## src/rtl/decode_stage_pipe.sv

```systemverilog
// rtl/decode_stage_pipe.sv - RV32 decode stage with register file, bypass, load-use stall and ID/EX register
module ControlUnit #(
  parameter int ALU_SEL_W = 6
) (
  input  logic [6:0]           opcode,
  input  logic [2:0]           funct3,
  input  logic                 funct7b5,
  output logic [ALU_SEL_W-1:0] aluSelect,
  output logic                 regWrite,
  output logic                 memRead,
  output logic                 memWrite,
  output logic                 immSelect,
  output logic                 pcSelect,
  output logic                 jType
);
  logic [5:0] aluOp;

  // aluOp: {class[1:0], alt, funct3}; class 00 arith/logic, 01 pass-immediate, 10 branch compare
  always_comb begin
    aluOp     = 6'd0;
    regWrite  = 1'b0;
    memRead   = 1'b0;
    memWrite  = 1'b0;
    immSelect = 1'b0;
    pcSelect  = 1'b0;
    jType     = 1'b0;
    case (opcode)
      7'b0110011: begin
        regWrite = 1'b1;
        aluOp    = {2'b00, funct7b5, funct3};
      end
      7'b0010011: begin
        regWrite  = 1'b1;
        immSelect = 1'b1;
        aluOp     = {2'b00, (funct3 == 3'b101) & funct7b5, funct3};
      end
      7'b0000011: begin
        regWrite  = 1'b1;
        memRead   = 1'b1;
        immSelect = 1'b1;
      end
      7'b0100011: begin
        memWrite  = 1'b1;
        immSelect = 1'b1;
      end
      7'b1100011: begin
        pcSelect = 1'b1;
        aluOp    = {3'b100, funct3};
      end
      7'b1101111, 7'b1100111: begin
        regWrite  = 1'b1;
        pcSelect  = 1'b1;
        jType     = 1'b1;
        immSelect = 1'b1;
      end
      7'b0110111: begin
        regWrite  = 1'b1;
        immSelect = 1'b1;
        aluOp     = 6'b010000;
      end
      7'b0010111: begin
        regWrite  = 1'b1;
        immSelect = 1'b1;
      end
      default: ;
    endcase
  end

  assign aluSelect = ALU_SEL_W'(aluOp);
endmodule

module ImmGen #(
  parameter int XLEN = 32
) (
  input  logic [31:0]     instr,
  output logic [XLEN-1:0] imm
);
  logic [31:0] imm32;

  always_comb begin
    imm32 = 32'd0;
    case (instr[6:0])
      7'b0010011, 7'b0000011, 7'b1100111:
        imm32 = {{20{instr[31]}}, instr[31:20]};
      7'b0100011:
        imm32 = {{20{instr[31]}}, instr[31:25], instr[11:7]};
      7'b1100011:
        imm32 = {{19{instr[31]}}, instr[31], instr[7], instr[30:25], instr[11:8], 1'b0};
      7'b0110111, 7'b0010111:
        imm32 = {instr[31:12], 12'd0};
      7'b1101111:
        imm32 = {{11{instr[31]}}, instr[31], instr[19:12], instr[20], instr[30:21], 1'b0};
      default: ;
    endcase
  end

  assign imm = XLEN'($signed(imm32));
endmodule

module decode_stage_pipe #(
  parameter int XLEN      = 32,
  parameter int NREG      = 32,
  parameter int AW        = $clog2(NREG),
  parameter int ALU_SEL_W = 6
) (
  input  logic                 clk,
  input  logic                 reset,
  input  logic [31:0]          instr_d,
  input  logic [XLEN-1:0]      pc_d,
  input  logic                 valid_d,
  input  logic                 stall_e,
  input  logic                 flush_d,
  input  logic                 reg_write_w,
  input  logic [AW-1:0]        write_addr_w,
  input  logic [XLEN-1:0]      write_data_w,
  output logic                 stall_f,
  output logic                 valid_e,
  output logic [XLEN-1:0]      pc_e,
  output logic [XLEN-1:0]      read_out1_e,
  output logic [XLEN-1:0]      read_out2_e,
  output logic [XLEN-1:0]      imm_e,
  output logic [AW-1:0]        rs1_e,
  output logic [AW-1:0]        rs2_e,
  output logic [AW-1:0]        write_address_e,
  output logic [ALU_SEL_W-1:0] alu_select_e,
  output logic                 reg_write_e,
  output logic                 mem_read_e,
  output logic                 mem_write_e,
  output logic                 imm_select_e,
  output logic                 pc_select_e,
  output logic                 jtype_e
);
  typedef struct packed {
    logic                 valid;
    logic [XLEN-1:0]      pc;
    logic [XLEN-1:0]      rd1;
    logic [XLEN-1:0]      rd2;
    logic [XLEN-1:0]      imm;
    logic [AW-1:0]        rs1;
    logic [AW-1:0]        rs2;
    logic [AW-1:0]        rd;
    logic [ALU_SEL_W-1:0] alu;
    logic                 regWrite;
    logic                 memRead;
    logic                 memWrite;
    logic                 immSelect;
    logic                 pcSelect;
    logic                 jType;
  } idexEntry;

  logic [4:0]           rs1Field, rs2Field, rdField;
  logic [AW-1:0]        rs1D, rs2D, rdD;
  logic                 rdInRange;
  logic [XLEN-1:0]      regFile [NREG];
  logic [XLEN-1:0]      readData1, readData2, immD;
  logic [ALU_SEL_W-1:0] aluD;
  logic                 cuRegWrite, memReadD, memWriteD, immSelectD, pcSelectD, jTypeD;
  logic                 hazard, bubble;
  idexEntry             idEx, decoded;

  // Fields naming registers beyond NREG behave like x0: read as zero, never written
  assign rs1Field  = instr_d[19:15];
  assign rs2Field  = instr_d[24:20];
  assign rdField   = instr_d[11:7];
  assign rs1D      = (32'(rs1Field) < NREG) ? rs1Field[AW-1:0] : '0;
  assign rs2D      = (32'(rs2Field) < NREG) ? rs2Field[AW-1:0] : '0;
  assign rdInRange = 32'(rdField) < NREG;
  assign rdD       = rdInRange ? rdField[AW-1:0] : '0;

  always_ff @(posedge clk) begin
    if (reset) begin
      for (int i = 0; i < NREG; i++) regFile[i] <= '0;
    end else if (reg_write_w && write_addr_w != '0) begin
      regFile[write_addr_w] <= write_data_w;
    end
  end

  always_comb begin
    readData1 = '0;
    readData2 = '0;
    if (rs1D != '0) begin
      if (reg_write_w && write_addr_w == rs1D) readData1 = write_data_w;
      else                                     readData1 = regFile[rs1D];
    end
    if (rs2D != '0) begin
      if (reg_write_w && write_addr_w == rs2D) readData2 = write_data_w;
      else                                     readData2 = regFile[rs2D];
    end
  end

  ControlUnit #(.ALU_SEL_W(ALU_SEL_W)) controlUnit (
    .opcode   (instr_d[6:0]),
    .funct3   (instr_d[14:12]),
    .funct7b5 (instr_d[30]),
    .aluSelect(aluD),
    .regWrite (cuRegWrite),
    .memRead  (memReadD),
    .memWrite (memWriteD),
    .immSelect(immSelectD),
    .pcSelect (pcSelectD),
    .jType    (jTypeD)
  );

  ImmGen #(.XLEN(XLEN)) immGen (
    .instr(instr_d),
    .imm  (immD)
  );

  // Both source fields are compared regardless of format; a spurious stall is harmless
  assign hazard  = valid_d & idEx.valid & idEx.memRead & (idEx.rd != '0) &
                   ((idEx.rd == rs1D) | (idEx.rd == rs2D));
  assign stall_f = stall_e | (hazard & ~flush_d);
  assign bubble  = flush_d | hazard | ~valid_d;

  always_comb begin
    decoded           = '0;
    decoded.valid     = 1'b1;
    decoded.pc        = pc_d;
    decoded.rd1       = readData1;
    decoded.rd2       = readData2;
    decoded.imm       = immD;
    decoded.rs1       = rs1D;
    decoded.rs2       = rs2D;
    decoded.rd        = rdD;
    decoded.alu       = aluD;
    decoded.regWrite  = cuRegWrite & rdInRange;
    decoded.memRead   = memReadD;
    decoded.memWrite  = memWriteD;
    decoded.immSelect = immSelectD;
    decoded.pcSelect  = pcSelectD;
    decoded.jType     = jTypeD;
  end

  always_ff @(posedge clk) begin
    if (reset)         idEx <= '0;
    else if (!stall_e) idEx <= bubble ? '0 : decoded;
  end

  assign valid_e         = idEx.valid;
  assign pc_e            = idEx.pc;
  assign read_out1_e     = idEx.rd1;
  assign read_out2_e     = idEx.rd2;
  assign imm_e           = idEx.imm;
  assign rs1_e           = idEx.rs1;
  assign rs2_e           = idEx.rs2;
  assign write_address_e = idEx.rd;
  assign alu_select_e    = idEx.alu;
  assign reg_write_e     = idEx.regWrite;
  assign mem_read_e      = idEx.memRead;
  assign mem_write_e     = idEx.memWrite;
  assign imm_select_e    = idEx.immSelect;
  assign pc_select_e     = idEx.pcSelect;
  assign jtype_e         = idEx.jType;
endmodule

```

## config.mk

```make
export PLATFORM = sky130hd
export DESIGN_NAME = decode_stage_pipe
export DESIGN_NICKNAME = d
export VERILOG_FILES = /design/src/rtl/decode_stage_pipe.sv
export SDC_FILE = /design/constraint.sdc
export NUM_CORES = 2
export LEC_CHECK = 0
export BUFFER_PORTS_ARGS = -buffer_cell sky130_fd_sc_hd__buf_2
export CORE_ASPECT_RATIO = 0.9
export CORE_MARGIN = 8
export CORE_UTILIZATION = 40
export DETAILED_ROUTE_END_ITERATION = 10
export PLACE_DENSITY_LB_ADDON = 0.1
export SKIP_CTS_REPAIR_TIMING = 1
export SLEW_MARGIN = 10
export SYNTH_ARGS = -nofsm -noshare
export SYNTH_HDL_FRONTEND = slang
export SYNTH_HIERARCHICAL = 1
export SYNTH_SLANG_ARGS = --single-unit
```

## constraint.sdc

```tcl
create_clock -name clk -period 2.6 [get_ports clk]
set_input_delay 0.13 -clock clk [delete_from_list [all_inputs] [get_ports clk]]
set_output_delay 0.13 -clock clk [all_outputs]
set_load 0.01 [all_outputs]
```

==> impl_metrics.json <==
{
  "die_w_um": 427,
  "yosys.area.top_type": "edfxtp_1",
  "ys_seq_elements": 1180,
  "io_pins": 264,
  "initial_utilization_pct": 40.3,
  "cp-start-kind": "input pin",
  "wl_per_cell_um": 35.9,
  "ys_types": 75,
  "rsz0062_at_grt": "false",
  "required_ns": 3.25,
  "worstMarginPinSlew_ns": 1.03,
  "cts_max_level": 4,
  "clk_path_buf_depth": 3,
  "syn_area_sq_um": 60700,
  "fillerInstances": 13000,
  "port_buffers": 263,
  "timing.fmax_ghz": 0.402,
  "path_clk_slew_ns": 0.06,
  "status": "finished, violations left",
  "drc": 0,
  "violations": "negative hold slack",
  "drv_cap": 0,
  "grt_max_degree": 95,
  "postRouteWirelength_mm": 248,
  "clk_latency_ns": 0.78,
  "grt_remaining_overflow": 0,
  "p_total_mw": 46.7,
  "ir_drop_mv": 0.681,
  "ant_nets": 0,
  "dr_total_vias": 43300,
  "hold-worst-slack_ns": -0.00167,
  "routed_via_density": 6.26,
  "grt_pass1_wl_mm": 338,
  "power.density_nw_per_um2": 651,
  "die_y_um": 386,
  "r2r-end": "read_out2_e[9]",
  "r2r_start": "regFile[11][9]",
  "synth_top_area_share_pct": 50.6,
  "synth_edf_count": 1024,
  "slew_violations": 0,
  "dr.first_iter.drc_count": 5936,
  "cts_buffers": 136,
  "syn_avg_cell_area_sq_um": 13.7,
  "die_area_sq_um": 165000,
  "crit_chain": "dlygate4sd3_1, buf_2, or3_2, buf_12, o22ai_1, a2111oi_1, nor4_1, a221o_1",
  "drive_gt1_share_pct": 25.5,
  "setup_viol": 0,
  "root_buffer": "clkbuf_16",
  "timing.final.crit_period_ns": 2.49,
  "crit_path_start": "instr_d[23]",
  "regToRegSetupSlack_ns": 0.12,
  "hold_end": "mem_read_e",
  "coreArea_sq_um": 151000,
  "ys_dominant_reg_cell": "edfxtp_1",
  "synthArstFlopShare_pct": 0,
  "fin_worst_skew_ns": 0.0329,
  "crit_path_max_incr_delay_ns": 0.95,
  "area_growth_pct": 18.3,
  "cts.sinks": 1180,
  "crit_type": "in -> reg",
  "ys_seq_area_share_pct": 55.8,
  "hpwlAfterDp_mm": 158,
  "instances_no_fill": 6916,
  "arrival_ns": 3.14,
  "power.leakage_nw": 26.8,
  "crit_slowest_cell": "a2111oi_1",
  "post-route-period-util_pct": 95.6,
  "endpoint_kind": "flop",
  "first_global_vias": 41700,
  "min_path_type": "in -> reg",
  "firstDrtPassIters": 6,
  "yosys-top-cells-area": "edfxtp_1 (51%), mux4_2 (11%), and2_1 (10%)",
  "placed_cells": 6589,
  "hold_start": "instr_d[5]",
  "r2r.worst_path.cells": 5,
  "worstHoldPathCells": 3,
  "grtUsageTotal_pct": 29.2,
  "cp_max_fo": 29,
  "slew_headroom_pct": 31.1,
  "synth_warnings": 6,
  "cts_tree": "yes",
  "synthCells": 4430,
  "final_nets": 4910,
  "antenna_found_initial": 32,
  "hold_violations": 1,
  "rows": 135,
  "gp_congestion": 0.862
}
## cell type report
type / count / area (sq um) / share of cell area [%]
Clock inverter: 52 / 459 / 0.639
Multi-Input combinational cell: 2807 / 25200 / 35.0
Tap cell: 1986 / 2480 / 3.46
Inverter: 3 / 11.3 / 0.0157
Sequential cell: 1180 / 33900 / 47.2
Timing Repair Buffer: 675 / 5870 / 8.18
Clock buffer: 196 / 3920 / 5.45
Antenna cell: 17 / 42.5 / 0.0592
## report_power, final
part	leakage [nW]	switching (mW)	total, mW	internal, mW
clock network	2.14	8.08	19.2	11.1
registers	11.0	0.561	22.1	21.5
logic	13.7	3.24	5.47	2.23
total	26.8	11.9	46.7	34.8
## through the flow
| step | TNS [ns] | hold slack (ns) | area [sq um] | worst slack (ns) | util (%) |
|---|---|---|---|---|---|
| floorplan | 0 | 0.263 | 60800 | 0.596 | - |
| global route | 0 | 0.00233 | 71800 | 0.00846 | 47.6 |
| CTS | 0 | -0.469 | 71100 | 0.0868 | 47.2 |
| finish | 0 | -0.00167 | 71800 | 0.113 | 47.7 |
| detailed placement | -0.379 | 0.353 | 66800 | -0.242 | 44.3 |
| global placement | -0.376 | 0.352 | 66800 | -0.262 | 44.3 |
## state kept, by name (all words and copies together), names as in the netlist
signal / flops
valid_e: 1
imm_e: 32
mem_read_e: 1
imm_select_e: 1
write_address_e: 5
rs1_e: 5
pc_select_e: 1
jtype_e: 1
read_out1_e: 32
reg_write_e: 1
rs2_e: 5
read_out2_e: 32
regFile: 1024
alu_select_e: 6
mem_write_e: 1
pc_e: 32
## critical path: cells and delay by family
| family | cells | cell delay (ns) |
|---|---|---|
| buffers and inverters | 3 | 1.22 |
| AO/OA/AOI/OAI | 3 | 1.45 |
| AND/OR/NAND/NOR | 2 | 0.33 |
## kinds of logic (layout without fill, tap and decap cells)
kind of cell	Yosys count	count (layout)	share of synthesized area (%)
AND/OR/NAND/NOR	1318	1318	13.1
flip-flops	1180	1180	55.8
multiplexers	737	737	18.1
AO/OA/AOI/OAI	700	700	9.17
buffers and inverters	474	926	3.56
XOR/XNOR	20	20	0.289
other	1	49	0.00618
## worst max-delay path by stage
stage               slack (ns)  depth (start not counted)               to
floorplan                 0.60                          7  read_out2_e[15]
global placement         -0.26                          6   read_out2_e[9]
detailed placement       -0.24                          6   read_out2_e[9]
CTS                       0.09                          5   read_out2_e[9]
global route             0.008                          5   read_out2_e[9]
finish                    0.11                          8   read_out2_e[9]
## metal layers
metal / vias to the layer above / global-route usage (%) / part of all wire (%) / wire length (um)
met5: - / 0 / 0.021 / 53
met2: 2676 / 45.0 / 44 / 110000
met1: 22400 / 40.6 / 42 / 104000
met3: 431 / 7.02 / 10 / 25500
met4: 8 / 9.50 / 3.4 / 8480
li1: 17800 / - / - / -
## cell usage after synthesis, drive strengths merged (15+ instances only)
library cell,number
a211oi,36
dfxtp,156
or2,32
and2,1000
o221ai,49
nand2,91
clkbuf,313
a2111oi,20
mux2i,423
nor4,23
a2111o,17
nand3,19
nor2,41
nor3,32
a221o,32
edfxtp,1024
a21oi,73
a22o,146
nand4,15
o22ai,34
a21boi,17
o21ai,20
mux2,29
mux4,285
buf,158
a22oi,223
nor2b,19
## cell usage in the layout, fill, tap and decap left out, drive strengths merged, types with 20 or more instances in the layout
cell         Yosys  routed
nor3            32      32
and2          1000    1000
a22oi          223     223
a21oi           73      73
a221o           32      32
dfxtp          156     156
o22ai           34      34
mux2            29      29
clkbuf         313     197
edfxtp        1024    1024
clkinv           0      33
nor2            41      41
o21ai           20      20
a211oi          36      36
a22o           146     146
buf            158     612
or2             32      32
conb             1      32
mux4           285     285
nor4            23      23
a2111oi         20      20
dlygate4sd3      0      62
o221ai          49      49
nand2           91      91
mux2i          423     423
Power figures use the tool's default switching activity.
